[config.mk]
export PLATFORM = sky130hd
export DESIGN_NAME = iter_mult_q_flat
export DESIGN_NICKNAME = d
export VERILOG_FILES = /design/src/rtl/iter_mult_pkg.sv /design/src/rtl/iter_mult_q_if.sv /design/src/rtl/mult_op_fifo.sv /design/src/rtl/iter_mult_q.sv /design/src/flat_wrapper.sv
export SDC_FILE = /design/constraint.sdc
export NUM_CORES = 1
export LEC_CHECK = 0
export BUFFER_PORTS_ARGS = -buffer_cell sky130_fd_sc_hd__buf_4
export CAP_MARGIN = 20
export CORE_UTILIZATION = 45
export DETAILED_ROUTE_END_ITERATION = 10
export PLACE_DENSITY_LB_ADDON = 0.12
export SLEW_MARGIN = 5
export SYNTH_ARGS = -nofsm -noshare
export SYNTH_HDL_FRONTEND = slang
export SYNTH_SLANG_ARGS = --single-unit
[constraint.sdc]
create_clock -name clk -period 8.1 [get_ports clk]
set_input_delay 0.405 -clock clk [delete_from_list [all_inputs] [get_ports clk]]
set_output_delay 0.405 -clock clk [all_outputs]
set_load 0.005 [all_outputs]
[src/rtl/iter_mult_pkg.sv]
// Shared types and width helpers for the
// queued iterative shift-add multiplier.
package iter_mult_pkg;

  typedef enum logic [1:0] {
    ST_IDLE = 2'd0,
    ST_CALC = 2'd1,
    ST_DONE = 2'd2
  } state_t;

  function automatic int prod_w(input int dw);
    return 2 * dw;
  endfunction

  function automatic int cnt_w(input int depth);
    return $clog2(depth + 1);
  endfunction

endpackage

[src/rtl/iter_mult_q_if.sv]
// Operand-in / product-out handshake bundle
// for iter_mult_q.
interface iter_mult_q_if #(
  parameter int DATA_W     = 8,
  parameter int FIFO_DEPTH = 16
);
  import iter_mult_pkg::*;

  localparam int PW = prod_w(DATA_W);
  localparam int CW = cnt_w(FIFO_DEPTH);

  logic              in_vld;
  logic              in_rdy;
  logic              in_signed;
  logic [DATA_W-1:0] in0_data;
  logic [DATA_W-1:0] in1_data;
  logic              out_vld;
  logic              out_rdy;
  logic [PW-1:0]     out_data;
  logic              busy;
  logic [CW-1:0]     fifo_cnt;

  modport master (
    output in_vld, in_signed,
    output in0_data, in1_data,
    output out_rdy,
    input  in_rdy, out_vld,
    input  out_data, busy, fifo_cnt
  );

  modport slave (
    input  in_vld, in_signed,
    input  in0_data, in1_data,
    input  out_rdy,
    output in_rdy, out_vld,
    output out_data, busy, fifo_cnt
  );

endinterface

[src/rtl/mult_op_fifo.sv]
// Single-push single-pop synchronous FIFO
// holding {signed, multiplicand, multiplier}.
module mult_op_fifo #(
  parameter int ENT_NUM   = 16,
  parameter int DATA_SIZE = 17
) (
  input  logic                         clk,
  input  logic                         rst,
  input  logic                         push,
  input  logic [DATA_SIZE-1:0]         din,
  input  logic                         pop,
  output logic [DATA_SIZE-1:0]         dout,
  output logic                         full,
  output logic                         empty,
  output logic [$clog2(ENT_NUM+1)-1:0] cnt
);
  localparam int PTR_W = $clog2(ENT_NUM);
  localparam int CNT_W = $clog2(ENT_NUM + 1);

  logic [DATA_SIZE-1:0] mem [ENT_NUM];
  logic [PTR_W-1:0]     wr_ptr;
  logic [PTR_W-1:0]     rd_ptr;
  logic                 do_push;
  logic                 do_pop;

  assign full    = (cnt == CNT_W'(ENT_NUM));
  assign empty   = (cnt == '0);
  // full refuses a push even alongside a pop
  assign do_push = push & ~full;
  assign do_pop  = pop & ~empty;
  assign dout    = mem[rd_ptr];

  always_ff @(posedge clk or posedge rst) begin
    if (rst) begin
      wr_ptr <= '0;
      rd_ptr <= '0;
      cnt    <= '0;
    end else begin
      if (do_push) wr_ptr <= wr_ptr + PTR_W'(1);
      if (do_pop)  rd_ptr <= rd_ptr + PTR_W'(1);
      cnt <= cnt + CNT_W'(do_push)
                 - CNT_W'(do_pop);
    end
  end

  always_ff @(posedge clk) begin
    if (do_push) mem[wr_ptr] <= din;
  end

endmodule

[src/rtl/iter_mult_q.sv]
// Queued iterative shift-add multiplier: one
// cycle per set multiplier bit, signed/unsigned.
module iter_mult_q
  import iter_mult_pkg::*;
#(
  parameter int DATA_W     = 8,
  parameter int FIFO_DEPTH = 16
) (
  input logic         clk,
  input logic         rst,
  iter_mult_q_if.slave bus
);
  localparam int PW = prod_w(DATA_W);
  localparam int CW = cnt_w(FIFO_DEPTH);
  localparam int IW = $clog2(DATA_W);
  localparam int ES = 2 * DATA_W + 1;

  state_t            state;
  state_t            state_nx;
  state_t            ld_state;
  logic [PW-1:0]     acc;
  logic [PW-1:0]     a;
  logic [PW-1:0]     a_ld;
  logic [PW-1:0]     shifted;
  logic [PW-1:0]     term;
  logic [DATA_W-1:0] mask;
  logic [DATA_W-1:0] mask_nx;
  logic              sgn;
  logic [IW-1:0]     idx;

  logic [ES-1:0]     f_din;
  logic [ES-1:0]     f_dout;
  logic              f_full;
  logic              f_empty;
  logic [CW-1:0]     f_cnt;
  logic              pop;
  logic              ld_sgn;
  logic [DATA_W-1:0] ld_a;
  logic [DATA_W-1:0] ld_b;

  assign f_din = {bus.in_signed,
                  bus.in0_data,
                  bus.in1_data};

  mult_op_fifo #(
    .ENT_NUM  (FIFO_DEPTH),
    .DATA_SIZE(ES)
  ) u_fifo (
    .clk  (clk),
    .rst  (rst),
    .push (bus.in_vld),
    .din  (f_din),
    .pop  (pop),
    .dout (f_dout),
    .full (f_full),
    .empty(f_empty),
    .cnt  (f_cnt)
  );

  assign {ld_sgn, ld_a, ld_b} = f_dout;

  assign a_ld = ld_sgn
    ? {{DATA_W{ld_a[DATA_W-1]}}, ld_a}
    : {{DATA_W{1'b0}}, ld_a};

  assign ld_state = (ld_b == '0) ? ST_DONE
                                 : ST_CALC;

  assign pop = ~f_empty &
    ((state == ST_IDLE) |
     ((state == ST_DONE) & bus.out_rdy));

  // descending scan so the lowest set bit wins
  always_comb begin
    idx = '0;
    for (int i = DATA_W - 1; i >= 0; i--) begin
      if (mask[i]) idx = IW'(i);
    end
  end

  // multiplier MSB weighs -2^(W-1) when signed
  assign shifted = a << idx;
  assign term = (sgn && idx == IW'(DATA_W - 1))
    ? (~shifted + PW'(1)) : shifted;
  assign mask_nx = mask & (mask - DATA_W'(1));

  always_comb begin
    state_nx = state;
    unique case (state)
      ST_IDLE: begin
        if (pop) state_nx = ld_state;
      end
      ST_CALC: begin
        if (mask_nx == '0) state_nx = ST_DONE;
      end
      ST_DONE: begin
        if (bus.out_rdy)
          state_nx = pop ? ld_state : ST_IDLE;
      end
      default: state_nx = ST_IDLE;
    endcase
  end

  always_ff @(posedge clk or posedge rst) begin
    if (rst) state <= ST_IDLE;
    else     state <= state_nx;
  end

  always_ff @(posedge clk or posedge rst) begin
    if (rst) begin
      acc  <= '0;
      a    <= '0;
      mask <= '0;
      sgn  <= 1'b0;
    end else if (pop) begin
      acc  <= '0;
      a    <= a_ld;
      mask <= ld_b;
      sgn  <= ld_sgn;
    end else if (state == ST_CALC) begin
      acc  <= acc + term;
      mask <= mask_nx;
    end
  end

  assign bus.in_rdy   = ~f_full;
  assign bus.out_vld  = (state == ST_DONE);
  assign bus.out_data = acc;
  assign bus.fifo_cnt = f_cnt;
  assign bus.busy     = (state != ST_IDLE) | ~f_empty;

endmodule

[src/flat_wrapper.sv]
// flat-port wrapper written by rule: the top's interface ports become plain ports
module iter_mult_q_flat import iter_mult_pkg::*;
#(
  parameter int DATA_W     = 8,
  parameter int FIFO_DEPTH = 16
)
  (clk, rst, bus_in_vld, bus_in_signed, bus_in0_data, bus_in1_data, bus_out_rdy, bus_in_rdy, bus_out_vld, bus_out_data, bus_busy, bus_fifo_cnt);
  iter_mult_q_if #(.DATA_W(DATA_W), .FIFO_DEPTH(FIFO_DEPTH)) bus_i ();
  input logic clk;
  input logic rst;
  input wire logic [$bits(bus_i.in_vld)-1:0] bus_in_vld;
  input wire logic [$bits(bus_i.in_signed)-1:0] bus_in_signed;
  input wire logic [$bits(bus_i.in0_data)-1:0] bus_in0_data;
  input wire logic [$bits(bus_i.in1_data)-1:0] bus_in1_data;
  input wire logic [$bits(bus_i.out_rdy)-1:0] bus_out_rdy;
  output wire logic [$bits(bus_i.in_rdy)-1:0] bus_in_rdy;
  output wire logic [$bits(bus_i.out_vld)-1:0] bus_out_vld;
  output wire logic [$bits(bus_i.out_data)-1:0] bus_out_data;
  output wire logic [$bits(bus_i.busy)-1:0] bus_busy;
  output wire logic [$bits(bus_i.fifo_cnt)-1:0] bus_fifo_cnt;
  assign bus_i.in_vld = bus_in_vld;
  assign bus_i.in_signed = bus_in_signed;
  assign bus_i.in0_data = bus_in0_data;
  assign bus_i.in1_data = bus_in1_data;
  assign bus_i.out_rdy = bus_out_rdy;
  assign bus_in_rdy = bus_i.in_rdy;
  assign bus_out_vld = bus_i.out_vld;
  assign bus_out_data = bus_i.out_data;
  assign bus_busy = bus_i.busy;
  assign bus_fifo_cnt = bus_i.fifo_cnt;
  iter_mult_q #(.DATA_W(DATA_W), .FIFO_DEPTH(FIFO_DEPTH)) u_core (.clk(clk), .rst(rst), .bus(bus_i));
endmodule
Word-level counts from Yosys, hierarchy flattened
Memory sizes are Yosys's and may differ from the RTL's.
Cells that the tools add are included.
- logic and storage cells: 64
- memory bits (writable): 272
- bits of input ports: 21
- memories kept: 1
- bits in registers: 56
- memories (name ; depth ; bits a word ; rd ports ; clocked after Yosys merged registers in ; write ports ; RTL line ; text):
    u_core.u_fifo.mem ; 16 ; 17 ; 1 ; 0 ; 1 ; mult_op_fifo.sv:20 ; logic [DATA_SIZE-1:0] mem [ENT_NUM];
- shifts and indexed selects: 1
- eq/ne operators: 7
- reductions and logical operators: 8
- mux-type cells: 22
- bitwise operators: 10
- add/sub/neg operators: 7
- operator list (cell ; number):
    $mux 16 ; 4
    $mux 3 ; 8
    $add 16x1->16 const B ; 1
    $add 16x16->16 ; 1
    $logic_not 8->1 ; 2
    $mux 8 ; 2
    $not 16->16 ; 1
    $shl 16x3->16 ; 1
    $mux 2 ; 5
    $add 4x1->4 const B ; 2
    $and 8x8->8 ; 1
    $sub 8x1->8 const B ; 1
    $pmux 2 s3 ; 1
    $add 5x1->5 ; 1
    $eq 5x5->1 const B ; 1
    $logic_not 5->1 ; 1
    $sub 5x1->5 ; 1
    $and 1x1->1 ; 4
    $ne 2x1->1 const B ; 2
    $reduce_bool 2->1 ; 2
    $eq 3x3->1 const B ; 1
    $reduce_and 3->1 ; 1
    $eq 2x1->1 const B ; 1
    $eq 2x2->1 const B ; 1
    other kinds (6) ; 9

Logic depth before layout (Yosys ltp)
Gate-level depths: netlist of the first run.
- depth after elaboration: 15
- depth in mapped cells: 21
- mapped depth without buffers: 20

Modules after synthesis
From an unflattened synthesis of the first run, not the netlist that was laid out.
- cells, all modules: 952
- area total of the unflattened synthesis: 14403.8 um^2
- modules (own cells, without submodules) (module ; times used ; cells each ; area an instance (um^2)):
    mult_op_fifo ; 1 ; 578 ; 11283.3
    iter_mult_q ; 1 ; 374 ; 3120.5

Worst setup path before layout of the first run
OpenSTA, ideal clock, no wires.
- path kind: flip-flop to flip-flop
- start: register u_core.mask[6]
- end: register u_core.acc[15] (netlist: u_core.bus.out_data[15])
- library setup time: 0.121 ns
- path buffers: 0
- cell stages (with the launch flop): 18
- required time: 7.979 ns
- slack: 3.530 ns
- arrival: 4.449 ns
- cell sequence: dfrtp_1 > nand2b_1 > a2111o_1 > nand2_2 > mux2_2 > o21ai_0 > o221a_2 > nand3_1 > or3b_2 > o21ai_0 > xnor2_1 > ha_1 > and3_1 > a211oi_1 > o21bai_1 > a21oi_1 > xnor3_1 > a22o_2
- cells in the longest elaborated chain, start to end: 14
- elaborated cells between the ends (all ways): 16
- classes of those cells: add/sub (2); eq/ne (1); shift (1); mux (10); bitwise (1); reduce/logical (1)
- ends and longest elaborated chain (what ; RTL line ; text):
    from (decl) ; iter_mult_q.sv:26 ; logic [DATA_W-1:0] mask;
    from (signal assigned) ; iter_mult_q.sv:118 ; mask <= ld_b;
    from (signal assigned) ; iter_mult_q.sv:122 ; mask <= mask_nx;
    $mux 3 (*) (7 in series) ; iter_mult_q.sv:77 ; if (mask[i]) idx = IW'(i);
    $shl 16x3->16 ; iter_mult_q.sv:82 ; assign shifted = a << idx;
    $not 16->16 ; iter_mult_q.sv:84 ; ? (~shifted + PW'(1)) : shifted;
    $add 16x1->16 ; iter_mult_q.sv:84 ;
    $mux 16 (*) ; iter_mult_q.sv:84 ;
    $add 16x16->16 (*) ; iter_mult_q.sv:121 ; acc <= acc + term;
    $mux 16 (*) ; iter_mult_q.sv:120 ; end else if (state == ST_CALC) begin
    $mux 16 (*) ; iter_mult_q.sv:115 ; end else if (pop) begin
    to (signal assigned) ; iter_mult_q.sv:121 ;
    to (decl) ; iter_mult_q.sv:21 ; logic [PW-1:0] acc;
Every way passes the cells marked *; elsewhere a longest branch is shown, timed or not. The select of a mux whose other input is x is not followed.
A chain may end at the register's enable or synchronous reset.

Worst setup path after layout of the first run
- start: register u_core.mask[4]
- end: register u_core.acc[12] (netlist: u_core.bus.out_data[12])
- cells in the longest elaborated chain, start to end: 12
- elaborated cells between the ends (all ways): 14
- classes of those cells: add/sub (2); eq/ne (1); shift (1); mux (8); bitwise (1); reduce/logical (1)
- ends and longest elaborated chain (what ; RTL line):
    $mux 3 (*) (5 in series) ; iter_mult_q.sv:77
    $shl 16x3->16 ; iter_mult_q.sv:82
    $not 16->16 ; iter_mult_q.sv:84
    $add 16x1->16 ; iter_mult_q.sv:84
    $mux 16 (*) ; iter_mult_q.sv:84
    $add 16x16->16 (*) ; iter_mult_q.sv:121
    $mux 16 (*) ; iter_mult_q.sv:120
    $mux 16 (*) ; iter_mult_q.sv:115
Marks and branches as above.

==> metrics, run 1 <==
ANT nets after route=0; WL per Instance=23.9 um; Rel. slew slack=0.364; clk_lat worst skew=0.52 ns; CTS max path bufs=3; Worst R2R Setup Slack=2.72 ns; FFs w/ async S/R, synth=0.153; vias per cell=between 5 and 6; Post-synth EDFFs=272; Die Ht=between 150 and 200 um; CTS Sinks=~320; Hold WS=roughly 0.18 ns; Multi-input gate area=about 4400 um2; I/O Buffers=44; share of cells above drive strength 1=0.258; Syn Inst Count=828; starting density of the core=0.458; wire length of the first global-routing pass=between 40000 and 50000 um; Clock Skew=slightly below 0.01 ns; Layout area overhead=14.5%; Slew @ Worst Pin=approximately 0.95 ns; PwrDens=between 400 and 500 nW/um2; RSZ-0062 raised after global routing=no; min Tclk post-route=approximately 5.4 ns; DR pass1 iterations=5; Nets=around 940; clock-pin slew on the worst setup and hold paths=0.06 ns; sequential cell area=roughly 9400 um2; Worst EP arrival=5.75 ns; TritonCTS clock tree=yes; Worst setup EP type=register; via count=7629; initial antenna violation count=0; Yosys reg bits=roughly 320; # diodes=0; P_leak=roughly 0.0055 uW; Ports=45; vias in the first global route=between 7000 and 8000; DP HPWL=approximately 18000 um; worst vdd ir=roughly 0.19 mV; Critical Setup Path Class=reg2reg; GRT Residual Overflow=0; Final Cycle Share=0.664; Tot GR Track Use=0.206; Die W=178 um; post-synthesis cell type count=64; Rows=64; Setup WS post-layout=2.72 ns; Syn. warnings=0; Post-Place Cells=1244; worst slack, placed=approximately 2.7 ns; max-cap check violation count=0; Post-CTS Setup Bufs=0; Main synth FF type=edfxtp_1; CP Launch Type=register; most frequent cells in the layout=edfxtp_1 (272), mux4_2 (86), nand2_1 (62), buf_4 (55), dfrtp_1 (47); Initial DRC Count=~540; status=finished clean; DIE AREA=around 32000 um2; Fin. Hold Viols=0; Slew Viols, Final=0; Seq/Total Area, Yosys=0.671; H-Tree Depth=2; Finished Layout Cells=1309; fillers=roughly 2500; HP Class=in2reg; Syn Nets=879; largest net degree at the start of global routing=58; fmax=~0.19 GHz; post-CTS sizing=0; routability cong.=about 0.86; final wirelength=~31000 um; Core Region=30600 um2; syn avg cell area=between 15 and 20 um2; crit-path max FO=13; leading cell type in the layout, fill and taps excluded=edfxtp_1; setup TNS=0 ns; Req. time, crit path=between 8 and 9 ns; CTS Buf Count=35; CTS Root Cell=clkbuf_16; DRC viols=0; Post-Syn Area=around 14000 um2; Setup violations, final=0
==> worst max-delay path, stage by stage, from the launching register on <==
cell	delay (ns)
dfrtp_1	0.46
or2_2	0.35
o31ai_2	0.77
a21oi_1	0.25
and3_1	0.28
a211oi_2	0.27
o221a_2	0.24
a21oi_1	0.09
a21o_1	0.18
ha_1	0.32
nor2b_1	0.16
o21ai_0	0.15
nand2_1	0.11
a21o_1	0.19
a21o_1	0.21
a221oi_1	0.55
o2111ai_1	0.20
a21oi_1	0.22
xor2_1	0.15
o22ai_1	0.09
==> cells in the mapped netlist, types with 8 or more instances <==
master,number,area (um2)
nor3_1,8,40.0
buf_1,11,41.3
o21ai_0,34,170
inv_1,30,113
xnor2_1,16,140
nand3_1,14,70.1
nand2_1,62,233
a21oi_1,25,125
mux4_2,86,1940
mux2_2,12,135
nor2_1,35,131
dfrtp_1,49,1230
xor2_1,13,114
edfxtp_1,272,8170
ha_1,28,350
o22ai_1,12,75.1
clkbuf_1,22,82.6
==> flip-flops by register name (all words and copies together), names as in the netlist <==
name	count
u_core.bus.out_data	16
u_core.a	9
u_core.mask	8
u_core.u_fifo.cnt	5
u_core.u_fifo.wr_ptr	4
u_core.sgn	1
u_core.u_fifo.mem	272
u_core.u_fifo.rd_ptr	4
u_core.state	2
==> metal layers <==
| layer | vias up | global-route usage | part of all wire |
|---|---|---|---|
| li1 | 3409 | - | - |
| met1 | 3945 | 0.273 | 0.42 |
| met3 | 57 | 0.0337 | 0.050 |
| met5 | - | 0 | 0 |
| met4 | 0 | 0.0561 | 0.022 |
| met2 | 218 | 0.353 | 0.51 |
==> final timing paths <==
check / start / to / cells after the start
worst min register to register: u_core.bus.out_data[7] / u_core.bus.out_data[7] / 2
max in group asynchronous: rst / u_core.mask[6] / 4
worst min-delay path: bus_in1_data[2] / u_core.u_fifo.mem[14][2] / 1
worst max-delay path: u_core.mask[4] / u_core.bus.out_data[12] / 19
min in group asynchronous: rst / u_core.u_fifo.rd_ptr[0] / 3
worst max register to register: u_core.mask[4] / u_core.bus.out_data[12] / 19
==> final cells by class <==
class                      instances  area share
sequential                       321       0.586
multi-input combinational        441       0.277
clock buffer                      37      0.0551
tap                              396      0.0309
timing repair buffer              58      0.0286
clock inverter                    26      0.0147
inverter                          30     0.00702
==> stage by stage <==
step,total power (uW),instance area [um2],util
2_1_floorplan,4440,14000,-
3_3_place_gp,5180,14900,0.486
3_5_place_dp,5250,14900,0.487
4_1_cts,6800,16000,0.524
5_1_grt,7190,16000,0.524
6_report,6750,16000,0.524
==> power breakdown <==
part           leakage [uW]  switching, uW  internal [uW]
clock network      0.000544            643            894
registers           0.00305            246           2070
logic               0.00194           1580           1320
==> logic make-up after synthesis <==
| group | after synthesis | synth area share |
|---|---|---|
| xor gates and xnor gates | 30 | 0.0198 |
| adders and majority gates | 31 | 0.0286 |
| AOI/OAI and AO/OA | 124 | 0.0595 |
| muxes | 103 | 0.153 |
| and+or+nand+nor | 153 | 0.0499 |
| DFF | 321 | 0.671 |
| buffers and inverters | 66 | 0.0184 |
==> timing repair <==
action | 4_1_cts | 5_1_grt
setup endpoints to repair | 0 | 0
hold endpoints to repair | 22 | 0
hold buffers | 1 | 0
No activity file was read; power rests on OpenSTA's default activity.
==> run 2: changes to the inputs <==
- clock period: 8.1 -> 5.2 ns (I/O delays scaled with it)
==> metrics, run 2 (synthesized netlist as in run 1, its figures left out) <==
status=finished clean (unchanged); Setup WS post-layout=0.394 ns (was 2.72 ns); CP cell instances=nand2b_1 -> a2111o_1 -> nand2_4 -> mux2_2 -> o21ai_1 -> o221a_2 -> a21oi_1 -> a21o_1 -> ha_1 -> nor2b_1 -> o21ai_0 -> nand2_1 -> a21o_1 -> a21o_1 -> a221oi_1 -> buf_4 -> o2111ai_1 -> a31oi_1 -> xor2_1 -> o21ai_0 (was or2_2 -> o31ai_2 -> a21oi_1 -> and3_1 -> a211oi_2 -> o221a_2 -> a21oi_1 -> a21o_1 -> ha_1 -> nor2b_1 -> o21ai_0 -> nand2_1 -> a21o_1 -> a21o_1 -> a221oi_1 -> o2111ai_1 -> a21oi_1 -> xor2_1 -> o22ai_1); CTS Root Cell=clkbuf_16 (unchanged); vias per cell=5.80 (was 5.83); wire length of the first global-routing pass=48700 um (was 47800 um); Initial DRC Count=638 (was 538); max-cap check violation count=0 (unchanged); Fin. Hold Viols=0 (unchanged); PwrDens=660 nW/um2 (was 421 nW/um2); routability cong.=0.878 (was 0.856); vias in the first global route=7966 (was 7903); Multi-input gate area=4410 um2 (was 4450 um2); WL per Instance=24.1 um (was 23.9 um); GRT Residual Overflow=0 (unchanged); DR pass1 iterations=7 (was 5); sequential power share=0.349 (was 0.343); fmax=0.208 GHz (was 0.186 GHz); cell family with most CP delay=compound AO/OA/AOI/OAI gates (unchanged); final wirelength=32100 um (was 31200 um); critical path's most frequent cell=a21o_1; setup TNS=0 ns (unchanged); Layout area overhead=15.3% (was 14.5%); P_leak=0.00564 uW (was 0.00554 uW); Gate power share=0.424 (was 0.429); Sw Share=0.362 (was 0.365); ANT nets after route=0 (unchanged); Clock Skew=0.0282 ns (was 0.00992 ns); RSZ-0062 raised after global routing=no (unchanged); Placement Cell Area=15000 um2 (was 14900 um2); DP HPWL=19000 um (was 18500 um); Reg with most FFs=u_core.u_fifo.mem (unchanged); clk_lat worst skew=0.52 ns (about the same); Crit path largest cell delay=0.51 ns (was 0.77 ns); Psw=3850 uW (was 2470 uW); starting density of the core=0.458 (unchanged); I/O Buffers=44 (unchanged); fillers=2517 (was 2476); HP Class=in2reg (unchanged); sequential cell area=9400 um2 (unchanged); most frequent cells in the layout=edfxtp_1 (272), mux4_2 (86), buf_4 (75), nand2_1 (62), dfrtp_1 (47) (was edfxtp_1 (272), mux4_2 (86), nand2_1 (62), buf_4 (55), dfrtp_1 (47)); Clk network pwr share=0.227 (was 0.228); Ports=45 (unchanged); CTS max path bufs=3 (unchanged); Worst EP arrival=5.17 ns (was 5.75 ns); worst vdd ir=0.286 mV (was 0.190 mV); max reg flops=272 (unchanged); Rows=64 (unchanged); leading cell type in the layout, fill and taps excluded=edfxtp_1 (unchanged); final instance area=16100 um2 (was 16000 um2); Finished Layout Cells=1329 (was 1309); Slew Viols, Final=0 (unchanged); Final Cycle Share=0.924 (was 0.664); Post-Place Cells=1263 (was 1244); largest net degree at the start of global routing=50 (was 58); Req. time, crit path=5.57 ns (was 8.47 ns); clock-pin slew on the worst setup and hold paths=0.06 ns (about the same); Core Region=30600 um2 (unchanged); CP Launch Type=register (unchanged); Die W=178 um (unchanged); Worst setup EP type=register (unchanged); via count=7707 (was 7629); Nets=958 (was 938); min Tclk post-route=4.81 ns (was 5.38 ns); Die Ht=178 um (unchanged); Tot GR Track Use=0.211 (was 0.206); DRC viols=0 (unchanged); worst slack, placed=0.162 ns (was 2.69 ns); Buffers & Inverters on Critical Path=1 (was 0); CTS Sinks=321 (unchanged); H-Tree Depth=2 (unchanged); Post-CTS Setup Bufs=0 (unchanged); Rel. slew slack=0.318 (was 0.364); TritonCTS clock tree=yes (unchanged); # diodes=0 (unchanged); CTS Buf Count=36 (was 35); initial antenna violation count=0 (unchanged); Critical Setup Path Class=reg2reg (unchanged); crit-path max FO=9 (was 13); share of cells above drive strength 1=0.278 (was 0.258); Slew @ Worst Pin=1.02 ns (was 0.949 ns); P_int=6800 uW (was 4290 uW); Setup violations, final=0 (unchanged); DIE AREA=31800 um2 (unchanged); Slowest-stage cell, CP=a2111o_1 (was o31ai_2)
-- run 2: changes by cell type in the layout (fill, tap and decap cells not counted), moves of 2 or more --
| cell | change |
|---|---|
| buf_4 | +20 |
| nor2_2 | +9 |
| nor2_4 | -9 |
| clkinv_1 | -8 |
| clkbuf_1 | +6 |
| clkinv_2 | +2 |
-- run 2: worst paths after layout --
kind	startpoint	end	slack, ns	depth (start not counted)
max	u_core.mask[6]	u_core.bus.out_data[14]	0.39	20
min	bus_in0_data[1]	u_core.u_fifo.mem[1][9]	0.04	1
max reg2reg	u_core.mask[6]	u_core.bus.out_data[14]	0.39	20
min reg2reg	u_core.bus.out_data[7]	u_core.bus.out_data[7]	0.52	2
max in group asynchronous	rst	u_core.u_fifo.rd_ptr[0]	4.21	4
min in group asynchronous	rst	u_core.u_fifo.wr_ptr[0]	0.50	4
-- run 2: timing repair --
action	4_1_cts	5_1_grt
endpoints found under the setup margin	0	3
hold endpoints to repair	49	0
resized for setup	0	3
hold buffers	1	0
-- run 2: power by group through the flow --
stage               clock, uW  sequential, uW  combinational [uW]
CTS                      2480            3720                4510
global route             2590            3790                4970
detailed placement          0            3770                4500
global placement            0            3750                4400
finish                   2420            3710                4520
floorplan                   0            3460                3460
-- run 2: area by class of cell --
cell class	instances	share of cell area
Multi-Input combinational cell	441	0.273
Timing Repair Buffer	77	0.0364
Clock buffer	45	0.0585
Clock inverter	19	0.0115
Sequential cell	321	0.582
Tap cell	396	0.0307
Inverter	30	0.00698
-- run 2: through the flow --
stage          hold slack (ns)   util  power, uW
6_report                0.0392  0.528      10700
5_1_grt                 0.0379  0.528      11300
4_1_cts                 0.0268  0.527      10700
3_5_place_dp             0.500  0.489       8280
3_3_place_gp             0.478  0.489       8150
2_1_floorplan            0.359      -       6910
-- run 2: per-layer routing --
metal | up-vias | GRT usage | routed length [um]
li1 | 3447 | - | -
met1 | 3996 | 0.278 | 13600
met2 | 210 | 0.354 | 16000
met3 | 54 | 0.0307 | 1450
met4 | 0 | 0.0777 | 1050
met5 | - | 0 | 0
